`src/rtl/store_align_buffer.sv`:
```
`default_nettype none
// ============================================================================
// Module   : store_align_buffer
// Purpose  : Aligns SB/SH/SW store data into byte lanes with a byte mask, and
//            queues the stores for a valid/ready data-memory port.
// Revision : 1.0 - initial release
// ============================================================================
module store_align_buffer #(
    parameter int DEPTH = 4
) (
    input  logic                       i_clk,
    input  logic                       i_rst,
    input  logic                       i_st_valid,
    output logic                       o_st_ready,
    input  logic [31:0]                i_st_addr,
    input  logic [31:0]                i_st_data,
    input  logic [2:0]                 i_funct3,
    output logic                       o_st_err,
    output logic                       o_dmem_valid,
    input  logic                       i_dmem_ready,
    output logic [31:0]                o_dmem_addr,
    output logic [31:0]                o_dmem_wdata,
    output logic [3:0]                 o_dmem_mask,
    output logic [$clog2(DEPTH+1)-1:0] o_count,
    output logic                       o_empty
);

    localparam int c_ptr_w = $clog2(DEPTH);
    localparam int c_cnt_w = $clog2(DEPTH+1);
    localparam logic [c_cnt_w-1:0] c_full = c_cnt_w'(DEPTH);

    logic [29:0]         r_addr_mem [DEPTH];
    logic [31:0]         r_data_mem [DEPTH];
    logic [3:0]          r_mask_mem [DEPTH];

    logic [c_ptr_w-1:0]  r_wptr;
    logic [c_ptr_w-1:0]  r_rptr;
    logic [c_cnt_w-1:0]  r_count;
    logic [c_cnt_w-1:0]  w_count_nxt;
    logic                r_empty;
    logic                r_err;

    logic [1:0]          w_off;
    logic [31:0]         w_wdata;
    logic [3:0]          w_mask;
    logic                w_err;
    logic                w_accept;
    logic                w_enq;
    logic                w_deq;

    assign w_off = i_st_addr[1:0];

    always_comb begin
        w_wdata = '0;
        w_mask  = '0;
        w_err   = 1'b0;
        case (i_funct3)
            3'b000: begin
                w_wdata = {4{i_st_data[7:0]}};
                w_mask  = 4'b0001 << w_off;
            end
            3'b001: begin
                w_wdata = {2{i_st_data[15:0]}};
                w_mask  = w_off[1] ? 4'b1100 : 4'b0011;
                w_err   = w_off[0];
            end
            3'b010: begin
                w_wdata = i_st_data;
                w_mask  = 4'b1111;
                w_err   = (w_off != 2'b00);
            end
            default: w_err = 1'b1;
        endcase
    end

    // Readiness deliberately ignores a same-cycle dequeue.
    assign o_st_ready = (r_count != c_full);
    assign w_accept   = i_st_valid & o_st_ready;
    assign w_enq      = w_accept & ~w_err;
    assign w_deq      = o_dmem_valid & i_dmem_ready;

    always_comb begin
        w_count_nxt = r_count;
        case ({w_enq, w_deq})
            2'b10:   w_count_nxt = r_count + c_cnt_w'(1);
            2'b01:   w_count_nxt = r_count - c_cnt_w'(1);
            default: w_count_nxt = r_count;
        endcase
    end

    always_ff @(posedge i_clk or posedge i_rst) begin
        if (i_rst) begin
            r_wptr  <= '0;
            r_rptr  <= '0;
            r_count <= '0;
            r_empty <= 1'b1;
            r_err   <= 1'b0;
        end else begin
            if (w_enq) r_wptr <= r_wptr + 1'b1;
            if (w_deq) r_rptr <= r_rptr + 1'b1;
            r_count <= w_count_nxt;
            r_empty <= (w_count_nxt == '0);
            r_err   <= w_accept & w_err;
        end
    end

    always_ff @(posedge i_clk) begin
        if (w_enq) begin
            r_addr_mem[r_wptr] <= i_st_addr[31:2];
            r_data_mem[r_wptr] <= w_wdata;
            r_mask_mem[r_wptr] <= w_mask;
        end
    end

    assign o_st_err     = r_err;
    assign o_count      = r_count;
    assign o_empty      = r_empty;
    assign o_dmem_valid = ~r_empty;
    assign o_dmem_addr  = r_empty ? 32'h0 : {r_addr_mem[r_rptr], 2'b00};
    assign o_dmem_wdata = r_empty ? 32'h0 : r_data_mem[r_rptr];
    assign o_dmem_mask  = r_empty ? 4'h0  : r_mask_mem[r_rptr];

endmodule
`default_nettype wire

```
`config.mk`:
```
export PLATFORM = sky130hd
export DESIGN_NAME = store_align_buffer
export DESIGN_NICKNAME = d
export VERILOG_FILES = /design/src/rtl/store_align_buffer.sv
export SDC_FILE = /design/constraint.sdc
export NUM_CORES = 1
export LEC_CHECK = 0
export ABC_AREA = 1
export BUFFER_PORTS_ARGS = -buffer_cell sky130_fd_sc_hd__buf_2
export CAP_MARGIN = 10
export CORE_ASPECT_RATIO = 1.25
export CORE_MARGIN = 3
export CORE_UTILIZATION = 24
export DETAILED_ROUTE_END_ITERATION = 8
export PLACE_DENSITY = 0.51
export SYNTH_ARGS = -nofsm -noshare
export SYNTH_HDL_FRONTEND = slang
export SYNTH_SLANG_ARGS = --single-unit
export TNS_END_PERCENT = 10
```
`constraint.sdc`:
```
create_clock -name i_clk -period 10.8 [get_ports i_clk]
set_clock_uncertainty 0.05 [all_clocks]
set_input_delay 0 -clock i_clk [delete_from_list [all_inputs] [get_ports i_clk]]
set_output_delay 0 -clock i_clk [all_outputs]
set_load 0.02 [all_outputs]
```
==> metrics, run 1 <==
# diodes 0; min Tclk post-route 3.39 ns; TritonRoute pass-1 iters 4; CTS clk-pin slew, worst paths 0.06 ns; Total Wirelength ~30000 um; vias per inst between 4 and 5; commonest non-fill, non-tap cell in the layout nor2_1; Max clock buf depth 3; share of layout cells above drive strength 1 17.3%; register area share after synthesis 73.0%; Tot GR Track Use about an eighth; main combinational cell family by area after synthesis simple AND/OR/NAND/NOR gates; IO Count between 100 and 150; Final ANT Viol Nets 0; DRC Markers 0; post-route insts no fill 1744; ordered cell list for the critical path clkinv_2, buf_4, o21ai_0, a21oi_1, buf_2; HPWL Detailed 18400 um; min-delay src i_funct3[1]; Syn Area/Cell 11.8 um^2; reg2reg end r_data_mem[1][15]$_DFFE_PP_; commonest cells after routing, fill and taps aside nor2_1, edfxtp_1, buf_2; Die X just under 200 um; relative max-transition margin 26.4%; post-synthesis adder-cell area fraction 0.739%; Port Buffers roughly 140; Avg WL per Cell roughly 17 um; Worst Setup Slack, final 7.41 ns; post-placement setup slack 7.62 ns; critical path class flip-flop to output pin; max frequency 295 MHz; synthesis-to-layout area growth 25.5%; register bit count reported by yosys 273; first-pass GRT wire length ~45000 um; Yosys Warn Count 0; 1st-iter DRT viols 338; worst-case reg-to-reg path depth 5; status complete, no violations; fin. max-slew vios 0; CTS buffer count 28; Pwr Density 253 mW/mm^2; Clk Tree Root Cell clkbuf_16; xor/xnor cell area share of the yosys netlist 0.314%; Critical Path RT 10.75 ns; Via Count 7577; Synth Area in Compound Gates 10.5%; startpoint type of the worst setup path flip-flop; initial antenna violation count 0; cell count after placement 1619; number of global-route vias before repair 7460; H-tree levels 1; Worst EP arrival 3.34 ns; Clk Latency, worst-skew pair 0.55 ns; CTS tree built; Fin. Hold Viols 0; nets 1223; RSZ-0062 raised after global routing no; Initial Util 24.5%; Max rail drop VDD between 0.15 and 0.2 mV; Mapped Area 0.0112 mm^2; Clock Sinks 273; Final Core Density between 30% and 40%; hold_ws slightly below 0.003 ns; CP Max Fanout 108; Syn Inst Count 943; largest net degree at the start of global routing 109; Simple-Gate Fraction of Synth Area 11.4%; count of different cell masters after synthesis 27; row count 87; post-synthesis mux area share 0%; Min-Delay Endpoint o_st_err$_DFF_PP0_; reg2reg start o_count[0]$_DFF_PP0_; CP peak stage delay 0.80 ns; Buf+Inv Stages, Crit Path 3; Pleak between 5 and 6 nW; Post-CTS Setup Inserts 0; dominant cell type by area after synthesis edfxtp_1; setup violators final 0; Hold Crit Depth 3; core area between 0.04 and 0.05 mm^2; Die Ht 247 um; Max-Cap Viols 0; R2R Setup Slk 7.73 ns; synth top area cells edfxtp_1, nor2_1, o21ai_0, a21oi_1, o21ai_1; DIE AREA 0.0492 mm^2; Critical Path End Type output pin; crit path max-delay cell type buf_4; Tcrit/Tclk final approximately a third; gr ovfl total 0; GP Congestion 0.829; HP Class input port to flip-flop; CP delay by family, top buffers and inverters; post-synth top area share a little under three quarters; Slew @ Worst Pin 1.10 ns; Sum Neg Setup Slack 0 ns
==> routing by layer <==
metal	part of all wire (%)	vias to the layer above	GRT usage [%]	wire [um]
met1	43	3649	15.3	12900
met3	4.8	45	1.73	1430
met4	2.9	0	4.07	871
li1	-	3685	-	-
met2	49	198	20.7	14700
met5	0	-	0	0
==> how the worst max path moves through the flow <==
stage | from | endpoint | slack [ns] | cells after the start
floorplan | o_count[0]$_DFF_PP0_ | r_addr_mem[0][0]$_DFFE_PP_ | 6.43 | 4
global route | r_rptr[0]$_DFFE_PP0P_ | o_dmem_wdata[7] | 7.12 | 5
global placement | o_count[0]$_DFF_PP0_ | r_data_mem[3][15]$_DFFE_PP_ | 7.69 | 5
detailed placement | o_count[0]$_DFF_PP0_ | r_data_mem[3][26]$_DFFE_PP_ | 7.62 | 5
finish | r_rptr[0]$_DFFE_PP0P_ | o_dmem_wdata[1] | 7.41 | 5
CTS | r_rptr[0]$_DFFE_PP0P_ | o_dmem_wdata[7] | 7.26 | 5
==> what timing repair did <==
| item | in CTS | in global routing |
|---|---|---|
| endpoints found under the hold margin | 266 | 0 |
| endpoints found under the setup margin | 0 | 0 |
| gates resized for setup | 0 | 0 |
| hold buffers | 75 | 0 |
==> report_power, final <==
group	leakage, nW	internal, mW	switching [mW]
clock	0.412	0.500	0.397
sequential	2.52	1.25	0.0522
combinational	2.12	0.401	0.948
total	5.05	2.15	1.40
==> tightest hold or removal path, stage by stage <==
cell and delay, ns:
buf_2 0.13, nand3_1 0.25, a21boi_0 0.17
==> Yosys cell counts, drive strengths merged <==
library cell and number:
nor2 283, edfxtp 264, o21ai 143, a21oi 73
nand2 45, inv 41, buf 35, clkbuf 20
o211ai 11, dfrtp 8, ha 5, nand3 5
xor2 3, nand4 2, a21boi 1, conb 1
dfstp 1, fa 1, xnor2 1
==> area by class of cell <==
| type | count | area (um^2) |
|---|---|---|
| Clock buffer | 34 | 723 |
| Clock inverter | 16 | 115 |
| Fill cell | 4607 | 31500 |
| Inverter | 41 | 155 |
| Multi-Input combinational cell | 575 | 2600 |
| Sequential cell | 273 | 8160 |
| Tap cell | 578 | 723 |
| Timing Repair Buffer | 227 | 1530 |
==> stage by stage <==
stage | power, mW | cell area (um^2)
2_1_floorplan | 2.22 | 11200
3_3_place_gp | 2.69 | 12400
3_5_place_dp | 2.70 | 12400
4_1_cts | 3.63 | 14000
5_1_grt | 3.78 | 14000
6_report | 3.55 | 14000
==> registers in the layout (all words and copies together), names as in the netlist <==
name	cells
r_wptr	2
r_addr_mem	120
r_mask_mem	16
r_data_mem	128
r_rptr	2
o_st_err	1
o_empty	1
o_count	3
==> cell families (layout without fill, tap and decap cells) <==
| kind of cell | Yosys count | count (layout) |
|---|---|---|
| adders and majority gates | 6 | 6 |
| buffers and inverters | 96 | 318 |
| xor gates and xnor gates | 4 | 4 |
| DFF | 273 | 273 |
| other | 1 | 2 |
| and+or+nand+nor | 335 | 335 |
| AOI/OAI and AO/OA | 228 | 228 |
No activity file was read; power rests on OpenSTA's default activity.
==> run 2: changes to the inputs <==
ABC_AREA = 0   (was 1)
PLACE_DENSITY = 0.52   (was 0.51)
clock period = 2.8 ns   (was 10.8 ns; I/O delays follow)
==> run 2 against run 1 <==
  * Via count shrank 22%
  * Highest routed layer unchanged
  * Global-route usage is 1.1 points lower
  * Routed wire length down 11%
  * Worst hold slack gained 0.034 ns
  * Die area down 1.0%
  * Critical path depth decreased by 1
  * Final area up 1.6%
  * Register-to-register slack got worse by 7.3 ns
  * Synthesized cell count is 39% lower
  * Setup slack got worse by 7.2 ns
  * Sequential share of layout area shrank 0.92 points
==> metrics, run 2 <==
ys flop type edfxtp_1; startpoint type of the worst setup path flip-flop; Max-Cap Viols 0 (unchanged); Clk Latency, worst-skew pair 0.54 ns (about the same); HPWL Detailed 17600 um (-4.6%); Total Wirelength 26600 um (-11%); min Tclk post-route 2.60 ns; Die Ht 246 um (-0.53%); crit path max-delay cell type dfrtp_4; status complete, no violations; synthesis-to-layout area growth 28.9%; commonest non-fill, non-tap cell in the layout edfxtp_1; Sum Neg Setup Slack 0 ns (unchanged); Worst Setup Slack, final 0.201 ns (-7.21 ns); Initial Util 24.4% (-0.15 points); H-tree levels 1 (unchanged); share of layout cells above drive strength 1 34.2% (+17 points); min-delay src i_st_data[15]; largest registers r_data_mem (128), r_addr_mem (120), r_mask_mem (16); Final ANT Viol Nets 0 (unchanged); DIE AREA 0.0487 mm^2 (-1.0%); synth top area cells edfxtp_1, mux4_2, and2_1, dfrtp_1, a21oi_1; Pwr Density 931 mW/mm^2 (+270%); Commonest cells post-synth edfxtp_1, and2_1, mux4_2, a21oi_1, nor2_1; max frequency roughly 380 MHz; initial antenna violation count 0 (unchanged); post-synth top area share 71.8% (+0.77 points); IO Count 146 (unchanged); top-count cell post-synth edfxtp_1; count of different cell masters after synthesis 30 (+11%); max reg flops 128 (unchanged); Mapped Area 0.0110 mm^2 (-1.1%); asr flop ratio synth 3.30% (unchanged); CTS clk-pin slew, worst paths 0.06 ns (about the same); Critical Path RT 2.75 ns (-8.00 ns); Slew @ Worst Pin 0.740 ns (-0.363 ns); ordered cell list for the critical path buf_4, mux4_2, and2_1, buf_2; Tot GR Track Use 10.9% (-1.1 points); Die X 198 um (-0.53%); gr ovfl total 0 (unchanged); Hold Crit Depth 3 (unchanged); Fin. Hold Viols 0 (unchanged); TritonRoute pass-1 iters 4 (unchanged); critical path class flip-flop to output pin; Pleak 4.94 nW (-2.2%); Post-CTS Setup Inserts 0 (unchanged); Worst EP arrival 2.55 ns (-0.79 ns); first-pass GRT wire length 39800 um (-12%); Syn Area/Cell 19.1 um^2 (+61%); Max rail drop VDD 0.594 mV (+270%); Via Count 5935 (-22%); register area share after synthesis 73.8% (+0.79 points); placed instance area 0.0126 mm^2 (+1.2%); # diodes 0 (unchanged); CP peak stage delay 0.70 ns (-0.10 ns); hold_ws 0.0373 ns (+0.0344 ns); number of global-route vias before repair 6335 (-15%); Fill cells 4439 (-3.6%); Clock Sinks 273 (unchanged); relative max-transition margin 50.6% (+24 points); Critical Path End Type output pin; HP Class input port to flip-flop; post-placement setup slack 0.419 ns (-7.20 ns); register bit count reported by yosys 273 (unchanged); 1st-iter DRT viols 287 (-15%); commonest cells after routing, fill and taps aside edfxtp_1, buf_2, and2_1; Reg with most FFs r_data_mem; GP Congestion 0.791 (-4.5%); CTS buffer count 29 (+3.6%); Syn Inst Count 579 (-39%); CTS tree built; Clk Tree Root Cell clkbuf_16; Max clock buf depth 3 (unchanged); Non-Filler Cell Area, Final 0.0142 mm^2 (+1.6%); worst-case reg-to-reg path depth 11 (+6); core area 0.0453 mm^2 (-0.48%); row count 87 (unchanged); Min-Delay Endpoint r_data_mem[1][31]$_DFFE_PP_; RSZ-0062 raised after global routing no; fin. max-slew vios 0 (unchanged); dominant cell type by area after synthesis edfxtp_1; reg2reg start o_count[0]$_DFF_PP0_; Yosys Warn Count 0 (unchanged); Buf+Inv Stages, Crit Path 2 (-1); DRC Markers 0 (unchanged); largest net degree at the start of global routing 40 (-63%); R2R Setup Slk 0.41 ns (-7.32 ns); reg2reg end o_empty$_DFF_PP1_; Tcrit/Tclk final 92.8%; vias per inst 4.22 (-2.8%); Avg WL per Cell 18.9 um (+10%); CP delay by family, top flip-flops; Post-synth EDFFs 264 (unchanged); Port Buffers 143 (unchanged); nets 883 (-28%); setup violators final 0 (unchanged); CP Max Fanout 20 (-81%)
## run 2: cell count changes after synthesis, moves of 31 or more
| cell | before | now |
|---|---|---|
| nand2_1 | 45 | 14 |
| and2_1 | 0 | 78 |
| o21ai_0 | 100 | 0 |
| a21oi_1 | 73 | 35 |
| nor2_1 | 281 | 30 |
| o21ai_1 | 42 | 0 |
| mux4_2 | 0 | 66 |
## run 2: cells by family (layout without fill, tap and decap cells)
kind of cell	after synthesis	after routing	synth area share (%)
AO/OA/AOI/OAI	41	41	2.04
buffers and inverters	44	292	2.27
XOR/XNOR	6	6	0.476
other	1	2	0.0339
multiplexers	68	68	13.6
AND/OR/NAND/NOR	140	140	6.98
adder cells (fa/ha/maj)	6	6	0.748
flip-flops	273	273	73.8
## run 2: repair_timing
| item | in CTS | in global routing |
|---|---|---|
| endpoints found under the hold margin | 258 | 0 |
| resized for setup | 0 | 0 |
| hold buffers | 65 | 0 |
## run 2: layer usage
| layer | track usage (%) | part of all wire [%] | vias to the layer above |
|---|---|---|---|
| li1 | - | - | 2708 |
| met5 | 0 | 0 | - |
| met4 | 2.92 | 1.8 | 0 |
| met2 | 18.1 | 48 | 171 |
| met3 | 1.78 | 4.7 | 24 |
| met1 | 14.8 | 45 | 3032 |
## run 2: how the worst max path moves through the flow
| stage | from | end | slack, ns | cells past startpoint |
|---|---|---|---|---|
| after CTS | r_rptr[0]$_DFFE_PP0P_ | o_dmem_wdata[21] | 0.09 | 4 |
| final | r_rptr[0]$_DFFE_PP0P_ | o_dmem_wdata[8] | 0.20 | 4 |
| after global placement | o_count[0]$_DFF_PP0_ | o_empty$_DFF_PP1_ | 0.46 | 11 |
| after global routing | r_rptr[0]$_DFFE_PP0P_ | o_dmem_wdata[7] | 0.02 | 4 |
| after floorplan | o_count[2]$_DFF_PP0_ | r_addr_mem[0][0]$_DFFE_PP_ | -0.44 | 4 |
| after detailed placement | o_count[0]$_DFF_PP0_ | o_empty$_DFF_PP1_ | 0.42 | 11 |
## run 2: layout make-up
cell class	count	area (um^2)	share of cell area [%]
Clock inverter	18	277	1.94
Sequential cell	273	8160	57.3
Tap cell	578	723	5.08
Clock buffer	35	748	5.25
Timing Repair Buffer	230	1640	11.5
Inverter	9	33.8	0.237
Multi-Input combinational cell	263	2660	18.6
## run 2: stage by stage
stage | power [mW] | std cells | util (%)
3_5_place_dp | 9.32 | 1288 | 27.8
5_1_grt | 14.0 | 1406 | 31.5
3_3_place_gp | 9.31 | 1288 | 27.8
4_1_cts | 13.5 | 1406 | 31.5
6_report | 13.3 | 1406 | 31.5
2_1_floorplan | 7.89 | 580 | -
## run 2: worst reg2reg max path: cells and delay by family (launching register included)
kind	cells	cell delay, ns
xor gates and xnor gates	2	0.35
adders and majority gates	2	0.55
buffers and inverters	2	0.15
and+or+nand+nor	5	0.81
DFF	1	0.41
## run 2: power by group
| group | leakage [nW] | internal (mW) | switching, mW |
|---|---|---|---|
| Combinational | 1.93 | 1.86 | 2.33 |
| Sequential | 2.51 | 4.77 | 0.213 |
| Clock | 0.496 | 2.55 | 1.54 |
| Total | 4.94 | 9.17 | 4.08 |
==> run 3: changes to the inputs <==
--- a/constraint.sdc
+++ b/constraint.sdc
@@ -3,3 +3,3 @@
 set_input_delay 0 -clock i_clk [delete_from_list [all_inputs] [get_ports i_clk]]
 set_output_delay 0 -clock i_clk [all_outputs]
-set_load 0.02 [all_outputs]
+set_load 0.1 [all_outputs]
==> run 3 against run 2 <==
  * Critical endpoint is now o_dmem_wdata[9]
  * Via count down 1.1%
  * Register-to-register slack about the same
  * Largest cell class unchanged
  * Sequential share of layout area up 0.19 points
  * Critical path type unchanged
  * Non-clock buffer count down 9
  * Cell count down 0.14%
==> metrics, run 3 (same netlist as run 2, synthesis figures left out) <==
status complete, no violations; Fill cells 4445 (+0.14%); area of the multi-input gates 0.00266 mm^2 (about the same); relative max-transition margin 49.5% (-1.1 points); 1st-iter DRT viols 221 (-23%); cell count after placement 1284 (-0.31%); Clock Sinks 273 (unchanged); number of global-route vias before repair 6479 (+2.3%); DRC Markers 0 (unchanged); Clk Latency, worst-skew pair 0.51 ns (-0.03 ns); core area 0.0453 mm^2 (unchanged); share of layout cells above drive strength 1 34.7% (+0.57 points); RSZ-0062 raised after global routing no; Clk Tree Root Cell clkbuf_16; largest net degree at the start of global routing 67 (+68%); critical path class flip-flop to output pin; Avg WL per Cell 18.7 um (-1.2%); Non-Filler Cell Area, Final 0.0142 mm^2 (-0.28%); commonest cells after routing, fill and taps aside edfxtp_1, buf_2, and2_1; commonest non-fill, non-tap cell in the layout edfxtp_1; largest registers r_data_mem (128), r_addr_mem (120), r_mask_mem (16); setup violators final 0 (unchanged); hold_ws 0.0146 ns (-0.0227 ns); CTS clk-pin slew, worst paths 0.06 ns (about the same); placed instance area 0.0126 mm^2 (about the same); Final ANT Viol Nets 0 (unchanged); Total Wirelength 26200 um (-1.4%); Max clock buf depth 3 (unchanged); post-cts gate resize count 0 (unchanged); row count 87 (unchanged); Fin. Hold Viols 0 (unchanged); Port Buffers 143 (unchanged); Critical Path End Type output pin; H-tree levels 2 (+1); CP Max Fanout 25 (+25%); Die Ht 246 um (unchanged); startpoint type of the worst setup path flip-flop; HPWL Detailed 16600 um (-5.7%); vias per inst 4.18 (-1.0%); Max-Cap Viols 0 (unchanged); CTS tree built; HP Class input port to flip-flop; max frequency 382 MHz (-0.65%); register area 0.00817 mm^2 (about the same); post-route insts no fill 1404 (-0.14%); initial antenna violation count 0 (unchanged); min Tclk post-route 2.62 ns (+0.0170 ns); R2R Setup Slk 0.40 ns (about the same); Die X 198 um (unchanged); Critical Path RT 2.75 ns (about the same); Reg with most FFs r_data_mem; Tcrit/Tclk final 93.4% (+0.61 points); # diodes 0 (unchanged); CTS buffer count 34 (+17%); TritonRoute pass-1 iters 4 (unchanged); GP Congestion 0.769 (-2.9%); DIE AREA 0.0487 mm^2 (unchanged); Initial Util 24.4% (unchanged); first-pass GRT wire length 39500 um (-0.85%); Via Count 5867 (-1.1%); # hold bufs at CTS 60 (-7.7%); nets 879 (-0.45%); max reg flops 128 (unchanged); IO Count 146 (unchanged); Post-CTS Setup Inserts 0 (unchanged); Tot GR Track Use 10.9% (-0.017 points); gr ovfl total 0 (unchanged); Sum Neg Setup Slack 0 ns (unchanged); Slew @ Worst Pin 0.757 ns (+0.0169 ns); fin. max-slew vios 0 (unchanged); Worst EP arrival 2.57 ns (+0.02 ns); synthesis-to-layout area growth 28.6%
-- run 3: final timing paths --
path                                       start                           to  depth (start not counted)
min in group asynchronous                  i_rst           o_st_err$_DFF_PP0_                          4
min reg2reg                 o_count[2]$_DFF_PP0_         o_count[2]$_DFF_PP0_                          1
min                                i_st_data[19]  r_data_mem[1][19]$_DFFE_PP_                          3
max in group asynchronous                  i_rst        r_rptr[0]$_DFFE_PP0P_                          4
max                        r_rptr[0]$_DFFE_PP0P_              o_dmem_wdata[9]                          4
max reg2reg                 o_count[0]$_DFF_PP0_            o_empty$_DFF_PP1_                         11
-- run 3: worst max-delay path: stages, from the launching register on --
cell	delay, ns
dfrtp_4	0.78
buf_12	0.26
mux4_2	0.53
and2_1	0.18
buf_2	0.29
-- run 3: per-stage QoR --
step,worst slack (ns),utilization (%)
final,0.184,31.4
after global routing,0.0371,31.4
after CTS,0.0789,31.4
after detailed placement,0.424,27.8
after global placement,0.447,27.8
after floorplan,0.0260,-
-- run 3: routing by layer --
layer  vias up  part of all wire [%]  GRT usage, %
met3        43                   6.1          2.91
met2       170                    48          18.2
li1       2693                     -             -
met5         -                     0             0
met4         0                   2.2          3.31
met1      2961                    43          13.8
-- run 3: area by class of cell --
cell class / instances / area share (%)
clock buffer: 41 / 6.25
clock inverter: 19 / 1.03
inverter: 9 / 0.238
multi-input combinational: 263 / 18.7
sequential: 273 / 57.5
tap: 578 / 5.09
timing repair buffer: 221 / 11.2
Power of run 3 is left out: the tool's default activity adds up to more than one toggle a clock period on the data nets, which glitch-free logic cannot reach.
